$ cat src/rtl/nonce_buffer_reader.sv
// Winning-nonce FIFO with a byte serializer toward the host link.
// Nonces are sent most significant byte first under valid/ready.
module nonce_buffer_reader #(
  parameter int DEPTH     = 8,
  parameter int NONCEBITS = 32,
  parameter int LOGDEPTH  = $clog2(DEPTH)
) (
  input  logic                 clk,
  input  logic                 rst,
  input  logic                 resultValid,
  input  logic                 success,
  input  logic [NONCEBITS-1:0] nonce,
  input  logic                 clear,
  output logic                 outValid,
  output logic [7:0]           outByte,
  input  logic                 outReady,
  output logic                 overflow,
  output logic [LOGDEPTH:0]    count,
  output logic                 empty
);

  typedef enum logic {IDLE, SEND} state_t;

  localparam int CW = LOGDEPTH + 1;

  logic [NONCEBITS-1:0] mem_q [DEPTH];

  state_t               state_q, state_d;
  logic [NONCEBITS-1:0] sreg_q, sreg_d;
  logic [1:0]           idx_q, idx_d;
  logic [LOGDEPTH-1:0]  wr_ptr_q, wr_ptr_d;
  logic [LOGDEPTH-1:0]  rd_ptr_q, rd_ptr_d;
  logic [CW-1:0]        count_q, count_d;
  logic                 overflow_q, overflow_d;

  logic full;
  logic pop;
  logic push_req;
  logic push_ok;

  assign full     = (count_q == CW'(DEPTH));
  assign empty    = (count_q == '0);
  assign pop      = (state_q == IDLE) && !empty && !clear;
  assign push_req = resultValid && success && !clear;
  assign push_ok  = push_req && (!full || pop);

  assign outValid = (state_q == SEND);
  assign outByte  = sreg_q[NONCEBITS-1 -: 8];
  assign overflow = overflow_q;
  assign count    = count_q;

  // Storage array; contents are only meaningful between the pointers.
  always_ff @(posedge clk) begin
    if (push_ok) mem_q[wr_ptr_q] <= nonce;
  end

  // Next-state: FIFO bookkeeping and the serializer FSM.
  always_comb begin
    state_d    = state_q;
    sreg_d     = sreg_q;
    idx_d      = idx_q;
    wr_ptr_d   = wr_ptr_q;
    rd_ptr_d   = rd_ptr_q;
    count_d    = count_q;
    overflow_d = overflow_q;
    if (clear) begin
      state_d    = IDLE;
      sreg_d     = '0;
      idx_d      = '0;
      wr_ptr_d   = '0;
      rd_ptr_d   = '0;
      count_d    = '0;
      overflow_d = 1'b0;
    end else begin
      if (push_ok) wr_ptr_d = wr_ptr_q + 1'b1;
      if (push_req && !push_ok) overflow_d = 1'b1;
      if (pop) rd_ptr_d = rd_ptr_q + 1'b1;
      count_d = count_q + CW'(push_ok) - CW'(pop);
      unique case (state_q)
        IDLE: begin
          if (pop) begin
            state_d = SEND;
            sreg_d  = mem_q[rd_ptr_q];
            idx_d   = '0;
          end
        end
        SEND: begin
          if (outReady) begin
            sreg_d = {sreg_q[NONCEBITS-9:0], 8'h00};
            idx_d  = idx_q + 1'b1;
            if (idx_q == 2'd3) state_d = IDLE;
          end
        end
        default: state_d = IDLE;
      endcase
    end
  end

  // State registers.
  always_ff @(posedge clk or negedge rst) begin
    if (!rst) begin
      state_q    <= IDLE;
      sreg_q     <= '0;
      idx_q      <= '0;
      wr_ptr_q   <= '0;
      rd_ptr_q   <= '0;
      count_q    <= '0;
      overflow_q <= 1'b0;
    end else begin
      state_q    <= state_d;
      sreg_q     <= sreg_d;
      idx_q      <= idx_d;
      wr_ptr_q   <= wr_ptr_d;
      rd_ptr_q   <= rd_ptr_d;
      count_q    <= count_d;
      overflow_q <= overflow_d;
    end
  end

endmodule
$ cat config.mk
export PLATFORM = sky130hd
export DESIGN_NAME = nonce_buffer_reader
export DESIGN_NICKNAME = d
export VERILOG_FILES = /design/src/rtl/nonce_buffer_reader.sv
export SDC_FILE = /design/constraint.sdc
export NUM_CORES = 1
export LEC_CHECK = 0
export ABC_AREA = 1
export BUFFER_PORTS_ARGS = -buffer_cell sky130_fd_sc_hd__buf_2
export CORE_MARGIN = 1.5
export CORE_UTILIZATION = 57
export CTS_CLUSTER_SIZE = 40
export DETAILED_ROUTE_END_ITERATION = 10
export PLACE_DENSITY = 0.75
export SYNTH_ARGS = -nofsm -noshare
export SYNTH_HDL_FRONTEND = slang
export SYNTH_SLANG_ARGS = --single-unit
$ cat constraint.sdc
create_clock -name clk -period 6.8 [get_ports clk]
set_input_delay 1.36 -clock clk [delete_from_list [all_inputs] [get_ports clk]]
set_output_delay 1.36 -clock clk [all_outputs]
set_load 0.1 [all_outputs]
==> impl_results.md, run 1 <==
* Tot Pwr at between 0.005 and 0.006 W
* Slew headroom at 0.222
* Die W at roughly 150 um
* Post-CTS setup buffers at 0
* Post-synthesis simple-gate area fraction at 0.227
* Synthesized area at roughly 12000 um^2
* DP HPWL at around 14 mm
* Layout cells sized above 1 at 0.127
* TritonCTS buffer count at 30
* DRT Wirelength at 25.9 mm
* Syn Area/Cell at about 11 um^2
* Top-count cell post-synth: nand2_1
* Mapped Nets at around 1100
* Core Region at between 20000 and 25000 um^2
* Worst Setup Start Kind: input pin
* Fmax at 302 MHz
* Mux share of post-synthesis cell area at 0
* DR vias at ~8000
* Hold wc startpoint: sreg_q[29]$_DFFE_PN0P_
* Post-route ant nets at 0
* Commonest cells post-synth: 333 x nand2_1, 256 x edfxtp_1, 202 x nand3_1
* Tightest Pin Transition at approximately 1.2 ns
* DR DRC count at 0
* Leak at around 5.3 nW
* Synth-to-Final Area Change at 10.6%
* Post-synth top area cell: edfxtp_1
* Max_cap viols at 0
* Max Transition Viols Final at 0
* Setup Skew at around 0.017 ns
* Seq/Total Area, Yosys at 0.711
* Final worst-path cycle share at 0.486
* Place WS at between 2 and 3 ns
* Total track usage at 0.238
* First-pass GRT wire length at 40.9 mm
* Status: completed
* WS Path Type: input pin to flop
* Largest net degree at the start of global routing at ~110
* Starting DRT DRC Count at 700
* Final WS setup at 3.49 ns
* Maximum vdd ir drop at ~0.25 mV
* Period minus WS final at ~3.3 ns
* Vias in the first global route at between 7000 and 8000
* Maximum buffer depth of the clock tree at 3
* Top cell type's share of synthesized area at 0.618
* RePlAce Congestion at around 0.78
* Register bit total from synthesis at 302
* # resized after CTS at 0
* Drt first pass iters at 5
* CTS tree: yes
* Adder-cell share of the synthesized area at 0.00966
* Crit path required time at 6.96 ns
* Synth warnings at 0
* Synth cell types at 30
* Initial antenna violation count at 2
* Cts hold-fix bufs at 0
* Synth Instances at 1087
* Count of final setup violators at 0
* Worst skew pair latency at roughly 0.56 ns
* Grt total ovfl at 0
* Clk pin slew, worst setup/hold paths at 0.06 ns
* Worst hold path class: flop to flop
* Compound-cell area share of the yosys netlist at 0.0135
* Die H at around 150 um
* Top FF cell, synth: edfxtp_1
* Clock Tree Root: clkbuf_16
* Final hold vios at 0
* CP Launch Point: clear
* Largest family of logic cells by synthesized area: simple AND/OR/NAND/NOR gates
* Reg2reg start: outValid$_DFF_PN0_
* # IOs at 53
* FFs w/ async S/R, synth at 0.152
* H-tree Lvls at 1
* Post-Synth XOR/XNOR Area at 0.00141
* DR vias/cell at 5.65
* Fin util at 0.648
* Nets at roughly 1200
* RSZ-0062 raised after global routing: no
* Power per cell area at between 300 and 400 nW/um^2
* Post-synth EDFFs at approximately 260
* Initial Util at 0.586
* Maximum fanout along the worst path at 32
* Arrival @ worst endpoint at roughly 3.5 ns
* Ranking of synthesized cells by area: edfxtp_1 62%, nand2_1 10%, dfrtp_1 9.3%
* I/O Buffers at 52
* Setup TNS at 0 ns
* DR WL/cell at 18.4 um
* # clock sinks at roughly 300
* Worst Setup End Kind: flop
* Core Rows at 53
* Die area at 22700 um^2
[cell type report]
| type | count | area [um^2] |
|---|---|---|
| diodes | 1 | 2.50 |
| repair buffers | 63 | 343 |
| multi-input cells | 701 | 3180 |
| fillers | 1543 | 7470 |
| clock buffers | 42 | 836 |
| well taps | 275 | 344 |
| flip-flops and latches | 302 | 8840 |
| inverters | 15 | 57.6 |
| clock inverters | 13 | 144 |
[per-layer routing]
layer,vias to the layer above,global-route usage,wire (um)
li1,3783,-,-
met1,3845,0.321,10600
met2,305,0.400,12700
met3,42,0.0491,2170
met4,2,0.0583,427
met5,-,0,13
[per-stage QoR]
step	cells	hold WS, ns	area, um^2
6_report	1412	0.470	13700
3_3_place_gp	1356	0.457	12800
5_1_grt	1411	0.493	13700
3_5_place_dp	1356	0.460	12800
2_1_floorplan	1087	0.450	12400
4_1_cts	1411	0.476	13700
[logic make-up (layout without fill, tap and decap cells)]
kind of cell               Yosys count  in the layout
AOI/OAI and AO/OA                   33             33
xor gates and xnor gates             2              2
adders and majority gates            9              9
buffers and inverters               84            133
DFF                                302            302
other                                0              1
and+or+nand+nor                    657            657
[critical path, stage by stage]
cell	delay, ns
buf_2	0.14
inv_2	0.22
nand3_2	0.17
nand2_1	0.20
nand3_1	0.35
nor2_4	1.00
[where the power goes]
part / total, W / internal (W) / leakage (nW) / switching [W]
Combinational: 0.00151 / 0.000373 / 1.92 / 0.00114
Sequential: 0.00222 / 0.00213 / 2.91 / 0.0000822
Clock: 0.00162 / 0.000965 / 0.478 / 0.000658
Total: 0.00535 / 0.00347 / 5.31 / 0.00188
[registers in the layout, summed over array words and instances (netlist names)]
name,count
mem_q,256
outValid,1
overflow,1
wr_ptr_q,3
count,4
rd_ptr_q,3
idx_q,2
sreg_q,32
[layout by cell type (no fill, tap or decap), types with 2 or more instances in the layout]
cell type,netlist,routed
clkbuf_1,14,8
inv_1,10,10
nor2_1,90,86
bufinv_16,0,3
ha_1,8,8
a21oi_1,3,3
clkbuf_8,0,4
dfrtp_1,46,44
buf_2,25,52
clkbuf_16,0,30
clkinv_1,1,7
nor3_2,0,4
nand3_1,202,202
nand2_2,2,2
buf_4,24,11
edfxtp_1,256,256
nor2_4,0,4
clkinv_2,0,4
inv_2,4,3
nand2_1,333,333
nor2_2,20,20
o21ai_1,2,2
o21ai_0,27,27
[worst paths after layout]
| kind | to | slack (ns) | depth (start not counted) |
|---|---|---|---|
| worst max register to register | mem_q[6][14]$_DFFE_PP_ | 3.62 | 6 |
| worst min register to register | sreg_q[29]$_DFFE_PN0P_ | 0.47 | 2 |
| worst max-delay path | mem_q[6][14]$_DFFE_PP_ | 3.49 | 6 |
| worst min-delay path | sreg_q[29]$_DFFE_PN0P_ | 0.47 | 2 |
| min in group asynchronous | sreg_q[20]$_DFFE_PN0P_ | 1.01 | 1 |
| max in group asynchronous | rd_ptr_q[0]$_DFFE_PN0P_ | 5.02 | 1 |
(Power assumes the default switching activity.)
==> inputs of run 2 (changes only) <==
--- a/config.mk
+++ b/config.mk
@@ -5,10 +5,10 @@
 export SDC_FILE = /design/constraint.sdc
 export NUM_CORES = 1
 export LEC_CHECK = 0
-export ABC_AREA = 1
+export ABC_AREA = 0
 export BUFFER_PORTS_ARGS = -buffer_cell sky130_fd_sc_hd__buf_2
 export CORE_MARGIN = 1.5
-export CORE_UTILIZATION = 57
+export CORE_UTILIZATION = 55
 export CTS_CLUSTER_SIZE = 40
 export DETAILED_ROUTE_END_ITERATION = 10
 export PLACE_DENSITY = 0.75
==> constraint.sdc (replaced) <==
create_clock -name clk -period 2.7 [get_ports clk]
set_input_delay 0.54 -clock clk [delete_from_list [all_inputs] [get_ports clk]]
set_output_delay 0.54 -clock clk [all_outputs]
set_load 0.1 [all_outputs]
==> impl_results.md, run 2 <==
* Post-route insts no fill at 967 (was 1412)
* Commonest cells after routing, fill and taps aside: 256 x edfxtp_1, 56 x mux4_2, 51 x buf_2 (was 333 x nand2_1, 256 x edfxtp_1, 202 x nand3_1)
* Die H at 149 um (was 151 um)
* Fin util at 0.645 (was 0.648)
* Post-route ant nets at 0 (unchanged)
* Met3 Track Usage GR at 0.0339 (was 0.0491)
* DP HPWL at 13.2 mm (was 14.1 mm)
* Setup Skew at 0.0106 ns (was 0.0173 ns)
* Register bit total from synthesis at 302 (unchanged)
* Setup TNS at 0 ns (unchanged)
* I/O Buffers at 52 (unchanged)
* WS Path Type: flop to flop (was input pin to flop)
* Worst hold path class: input pin to flop (was flop to flop)
* Largest register FFs at 256 (unchanged)
* First-pass GRT wire length at 35.1 mm (was 40.9 mm)
* Initial antenna violation count at 1 (was 2)
* Clock Tree Root: clkbuf_16 (unchanged)
* DRT Wirelength at 22.3 mm (was 25.9 mm)
* Maximum buffer depth of the clock tree at 3 (unchanged)
* FFs w/ async S/R, synth at 0.152 (unchanged)
* DR vias/cell at 5.95 (was 5.65)
* Worst Setup Start Kind: flop (was input pin)
* Power per cell area at 928 nW/um^2 (was 389 nW/um^2)
* Clk pin slew, worst setup/hold paths at 0.06 ns (about the same)
* Post-synth top area cell: edfxtp_1 (unchanged)
* Synth Instances at 594 (was 1087)
* Leak at 4.52 nW (was 5.31 nW)
* TritonCTS buffer count at 30 (unchanged)
* Met1 Track Usage GR at 0.297 (was 0.321)
* Slew headroom at 0.212 (was 0.222)
* Maximum vdd ir drop at 0.515 mV (was 0.247 mV)
* Synth cell types at 38 (was 30)
* Commonest cells post-synth: 256 x edfxtp_1, 56 x mux4_2, 46 x dfrtp_1 (was 333 x nand2_1, 256 x edfxtp_1, 202 x nand3_1)
* DR DRC count at 0 (unchanged)
* Worst hold path stage count at 1 (was 2)
* Vias in the first global route at 6121 (was 7732)
* CTS tree: yes (unchanged)
* Starting DRT DRC Count at 460 (was 700)
* Worst Setup End Kind: flop (unchanged)
* Max Transition Viols Final at 0 (unchanged)
* RePlAce Congestion at 0.766 (was 0.780)
* Ranking of synthesized cells by area: edfxtp_1 65%, mux4_2 11%, dfrtp_1 9.8% (was edfxtp_1 62%, nand2_1 10%, dfrtp_1 9.3%)
* Layout cells sized above 1 at 0.302 (was 0.127)
* DR vias at 5758 (was 7977)
* Top cell type's share of synthesized area at 0.653 (was 0.618)
* # IOs at 53 (unchanged)
* Syn Area/Cell at 19.8 um^2 (was 11.4 um^2)
* Synth-to-Final Area Change at 15.2% (was 10.6%)
* Die W at 149 um (was 151 um)
* # clock sinks at 302 (unchanged)
* Worst skew pair latency at 0.55 ns (was 0.56 ns)
* Switching portion of total power at 0.297 (was 0.351)
* Core Region at 21000 um^2 (was 21200 um^2)
* Sw Pwr at 0.00373 W (was 0.00188 W)
* Core Rows at 53 (unchanged)
* Tightest Pin Transition at 1.18 ns (was 1.16 ns)
* Register-to-Register Path Depth at 5 (was 6)
* Seq pwr share at 0.450 (was 0.414)
* Most common cell after layout, fill and taps aside: edfxtp_1 (was nand2_1)
* Synthesized area at 11800 um^2 (was 12400 um^2)
* GR Util met2 at 0.346 (was 0.400)
* Grt total ovfl at 0 (unchanged)
* Post-CTS setup buffers at 0 (unchanged)
* Post-synth EDFFs at 256 (unchanged)
* Total track usage at 0.210 (was 0.238)
* Gr busiest metal: met2 (unchanged)
* Crit path required time at 2.85 ns (was 6.96 ns)
* Design area at 13600 um^2 (was 13700 um^2)
* Drt first pass iters at 4 (was 5)
* Final worst-path cycle share at 0.989
* DR WL/cell at 23.0 um (was 18.4 um)
* RSZ-0062 raised after global routing: yes (was no)
* Arrival @ worst endpoint at 2.82 ns (was 3.46 ns)
* Period minus WS final at between 2 and 3 ns
* Die area at 22300 um^2 (was 22700 um^2)
* Nets at 714 (was 1160)
* Clock power frac at 0.314 (was 0.303)
* Comb pwr share at 0.237 (was 0.282)
* Internal power at 0.00885 W (was 0.00347 W)
* Biggest register: mem_q (unchanged)
* DP Area at 12600 um^2 (was 12800 um^2)
* Final hold vios at 0 (unchanged)
* Top FF cell, synth: edfxtp_1 (unchanged)
* Placed Cells at 909 (was 1356)
* Seq/Total Area, Yosys at 0.751 (was 0.711)
* Status: completed (unchanged)
* Maximum fanout along the worst path at 32 (unchanged)
* Top-count cell post-synth: edfxtp_1 (was nand2_1)
* H-tree Lvls at 1 (unchanged)
* Initial Util at 0.560 (was 0.586)
* Fmax at around 370 MHz
* Count of final setup violators at 0 (unchanged)
* Max_cap viols at 0 (unchanged)
* Tot Pwr at 0.0126 W (was 0.00535 W)
* Synth warnings at 0 (unchanged)
* Mapped Nets at 641 (was 1134)
* Largest net degree at the start of global routing at 47 (was 105)
-- run 2: power groups by stage --
stage | Sequential (W) | Clock, W | Combinational (W)
3_3_place_gp | 0.00573 | 0 | 0.00290
2_1_floorplan | 0.00581 | 0 | 0.00227
6_report | 0.00566 | 0.00395 | 0.00298
4_1_cts | 0.00566 | 0.00402 | 0.00301
5_1_grt | 0.00569 | 0.00421 | 0.00319
3_5_place_dp | 0.00576 | 0 | 0.00298
-- run 2: cells by family after synthesis --
kind of cell | count (synthesis) | synth area share
fa+ha+maj | 9 | 0.0102
flops | 302 | 0.751
compound gates | 60 | 0.0420
buf+inv | 44 | 0.0210
mux | 91 | 0.137
xor+xnor | 6 | 0.00446
simple gates | 82 | 0.0342
-- run 2: layer usage --
metal	part of all wire	wire length [um]	vias to the layer above
met5	0.00058	13	-
met4	0.016	359	2
met3	0.054	1200	35
met2	0.50	11100	165
met1	0.43	9620	3005
li1	-	-	2551
-- run 2: timing repair --
item / in CTS / in global routing
resized for setup: 2 / 2
hold buffers: 1 / 0
hold endpoints to repair: 16 / 0
endpoints found under the setup margin: 97 / 99
pin swaps: 0 / 2
-- run 2: layout make-up --
class                   instances  area (um^2)
diodes                          1         2.50
clock buffers                  50          876
clock inverters                 6         68.8
fillers                      1395         7470
inverters                       4         17.5
multi-input cells             248         2810
flip-flops and latches        302         8860
well taps                     275          344
repair buffers                 81          583
-- run 2: stage by stage --
| step | setup slack [ns] | hold slack, ns |
|---|---|---|
| after floorplan | -0.474 | 0.244 |
| after global placement | -0.0293 | 0.472 |
| after detailed placement | -0.140 | 0.491 |
| after CTS | -0.0370 | 0.243 |
| after global routing | -0.107 | 0.253 |
| final | 0.0288 | 0.265 |
-- run 2: final timing paths --
check,start,end,slack (ns)
min reg2reg,idx_q[0]$_DFFE_PN0P_,idx_q[0]$_DFFE_PN0P_,0.51
min in group asynchronous,rst,sreg_q[30]$_DFFE_PN0P_,0.45
max in group asynchronous,rst,sreg_q[7]$_DFFE_PN0P_,1.49
max reg2reg,count[3]$_DFF_PN0_,mem_q[4][10]$_DFFE_PP_,0.03
min,nonce[20],mem_q[7][20]$_DFFE_PP_,0.27
max,count[3]$_DFF_PN0_,mem_q[4][10]$_DFFE_PP_,0.03
-- run 2: critical path, cell delays in order (launching register included) --
cell and delay, ns:
dfrtp_4 0.49, ha_1 0.19, or3b_2 0.21, o21ai_2 0.06, or3_4 0.40, nor2_4 0.90
==> inputs of run 3 (changes only) <==
--- a/config.mk
+++ b/config.mk
@@ -12,6 +12,8 @@
 export CTS_CLUSTER_SIZE = 40
 export DETAILED_ROUTE_END_ITERATION = 10
 export PLACE_DENSITY = 0.75
+export RECOVER_POWER = 50
+export SLEW_MARGIN = 20
 export SYNTH_ARGS = -nofsm -noshare
 export SYNTH_HDL_FRONTEND = slang
 export SYNTH_SLANG_ARGS = --single-unit
==> impl_results.md, run 3 (same netlist as run 2, synthesis figures left out) <==
* Status: completed (unchanged)
* Power per cell area at 925 nW/um^2 (was 928 nW/um^2)
* RePlAce Congestion at 0.766 (unchanged)
* Switching portion of total power at 0.297 (about the same)
* CP delay by family, top: simple AND/OR/NAND/NOR gates (unchanged)
* Register-to-Register Path Depth at 7 (was 5)
* Setup Skew at 0.0111 ns (was 0.0106 ns)
* Die W at 149 um (unchanged)
* Initial antenna violation count at 0 (was 1)
* DR WL/cell at 23.1 um (was 23.0 um)
* Core Region at 21000 um^2 (unchanged)
* Gr busiest metal: met2 (unchanged)
* Fin util at 0.648 (was 0.645)
* Worst hold path class: input pin to flop (unchanged)
* Commonest cells after routing, fill and taps aside: 256 x edfxtp_1, 56 x mux4_2, 48 x clkbuf_1 (was 256 x edfxtp_1, 56 x mux4_2, 51 x buf_2)
* Largest net degree at the start of global routing at 47 (unchanged)
* Die area at 22300 um^2 (unchanged)
* First-pass GRT wire length at 35.1 mm (unchanged)
* Reg2reg start: count[3]$_DFF_PN0_ (unchanged)
* Period minus WS final at 2.59 ns (was 2.67 ns)
* # IOs at 53 (unchanged)
* Nets at 719 (was 714)
* Worst Setup Start Kind: flop (unchanged)
* Vias in the first global route at 6121 (unchanged)
* Ant diodes at 0 (was 1)
* Comb pwr share at 0.238 (was 0.237)
* Final worst-path cycle share at 0.960 (was 0.989)
* Flop2flop setup slack at 0.11 ns (was 0.03 ns)
* Layout cells sized above 1 at 0.260 (was 0.302)
* Fmax at 386 MHz (was 374 MHz)
* H-tree Lvls at 1 (unchanged)
* Biggest register: mem_q (unchanged)
* DP HPWL at 13.2 mm (unchanged)
* CP Launch Point: count[3]$_DFF_PN0_ (unchanged)
* Buf+Inv Stages, Crit Path at 2 (was 0)
* Sw Pwr at 0.00374 W (was 0.00373 W)
* Crit path required time at 2.95 ns (was 2.85 ns)
* Met1 Track Usage GR at 0.297 (unchanged)
* Final hold vios at 0 (unchanged)
* Max Transition Viols Final at 0 (unchanged)
* FF/Latch Area at 8860 um^2 (unchanged)
* Leak at 4.48 nW (was 4.52 nW)
* WS Path Type: flop to flop (unchanged)
* Die H at 149 um (unchanged)
* Maximum buffer depth of the clock tree at 3 (unchanged)
* Seq pwr share at 0.449 (was 0.450)
* Synth-to-Final Area Change at 15.7% (was 15.2%)
* Critical Path End: mem_q[2][8]$_DFFE_PP_ (was mem_q[4][10]$_DFFE_PP_)
* Starting DRT DRC Count at 498 (was 460)
* # clock sinks at 302 (unchanged)
* Crit path depth at 7 (was 5)
* Total track usage at 0.210 (unchanged)
* RSZ-0062 raised after global routing: no (was yes)
* Clock power frac at 0.313 (was 0.314)
* Met3 Track Usage GR at 0.0339 (unchanged)
* Core Rows at 53 (unchanged)
* Tot Pwr at 0.0126 W (about the same)
* Clk pin slew, worst setup/hold paths at 0.06 ns (about the same)
* Maximum vdd ir drop at 0.519 mV (was 0.515 mV)
* I/O Buffers at 52 (unchanged)
* Initial Util at 0.560 (unchanged)
* Slowest-stage cell, CP: nor2_4 (unchanged)
* Max_cap viols at 0 (unchanged)
* Worst-path cell chain: ha_1 > or3b_4 > o21ai_2 > buf_4 > or3_4 > nor2_4 > buf_16 (was ha_1 > or3b_2 > o21ai_2 > or3_4 > nor2_4)
* Post-route ant nets at 0 (unchanged)
* GR Util met2 at 0.346 (unchanged)
* Tightest Pin Transition at 0.958 ns (was 1.18 ns)
* Worst skew pair latency at 0.55 ns (about the same)
* Clock Tree Root: clkbuf_16 (unchanged)
* Worst Setup End Kind: flop (unchanged)
* Most common cell after layout, fill and taps aside: edfxtp_1 (unchanged)
* TritonCTS buffer count at 30 (unchanged)
* Internal power at 0.00885 W (about the same)
* Drt first pass iters at 5 (was 4)
* Area of the multi-input gates at 2810 um^2 (about the same)
* Fillers at 1398 (was 1395)
* Count of final setup violators at 0 (unchanged)
* DR DRC count at 0 (unchanged)
* CTS tree: yes (unchanged)
* Maximum fanout along the worst path at 17 (was 32)
* Grt total ovfl at 0 (unchanged)
* DR vias/cell at 5.95 (about the same)
* DR vias at 5782 (was 5758)
* Arrival @ worst endpoint at 2.84 ns (was 2.82 ns)
* CP max stage delay at 0.53 ns (was 0.90 ns)
* RR Endpoint: mem_q[2][8]$_DFFE_PP_ (was mem_q[4][10]$_DFFE_PP_)
* Slew headroom at 0.361 (was 0.212)
* DRT Wirelength at 22.4 mm (was 22.3 mm)
* Largest register FFs at 256 (unchanged)
==> run 3: cell count changes in the layout (fill, tap and decap cells not counted), sizes merged <==
cell,delta
diode,-1
buf,-29
clkbuf,+34
==> run 3: worst min-delay path by stage <==
stage,cells past startpoint,endpoint,slack [ns],start
4_1_cts,1,mem_q[7][20]$_DFFE_PP_,0.24,nonce[20]
5_1_grt,2,outValid$_DFF_PN0_,0.28,outReady
3_3_place_gp,1,idx_q[0]$_DFFE_PN0P_,0.47,idx_q[0]$_DFFE_PN0P_
2_1_floorplan,0,count[0]$_DFF_PN0_,0.24,rst
3_5_place_dp,1,sreg_q[30]$_DFFE_PN0P_,0.49,rst
6_report,2,outValid$_DFF_PN0_,0.27,outReady
==> run 3: metal layers <==
layer	vias up	wire, um
met4	0	365
met3	32	1260
met1	3020	9650
met2	164	11200
met5	-	0
li1	2566	-
==> run 3: repair_timing <==
action,4_1_cts,5_1_grt
pin swaps,0,1
hold buffers,1,0
gates resized for setup,2,4
endpoints found under the setup margin,97,3
buffers inserted,0,1
hold endpoints to repair,16,0
gates cloned,0,0
==> run 3: cell type report <==
class	count	share of cell area
timing repair buffer	86	0.0471
inverter	4	0.00129
tap	275	0.0253
sequential	302	0.651
multi-input combinational	248	0.206
clock buffer	50	0.0643
clock inverter	6	0.00506
==> run 3: stage by stage <==
stage          TNS, ns  worst slack, ns  cells  area, um^2  hold WS, ns
2_1_floorplan   -14.22           -0.474    594       11900        0.244
3_3_place_gp     -1.68          -0.0293    909       12600        0.472
3_5_place_dp    -10.64           -0.140    909       12600        0.491
4_1_cts          -1.88          -0.0370    966       13500        0.243
5_1_grt              0           0.0322    971       13600        0.276
6_report             0            0.108    971       13600        0.273
==> run 3: power by group through the flow <==
stage	logic (W)	registers [W]	clock network [W]
final	0.00299	0.00566	0.00394
after global routing	0.00320	0.00570	0.00421
after CTS	0.00301	0.00566	0.00402
after detailed placement	0.00298	0.00576	0
after global placement	0.00290	0.00573	0
after floorplan	0.00227	0.00581	0
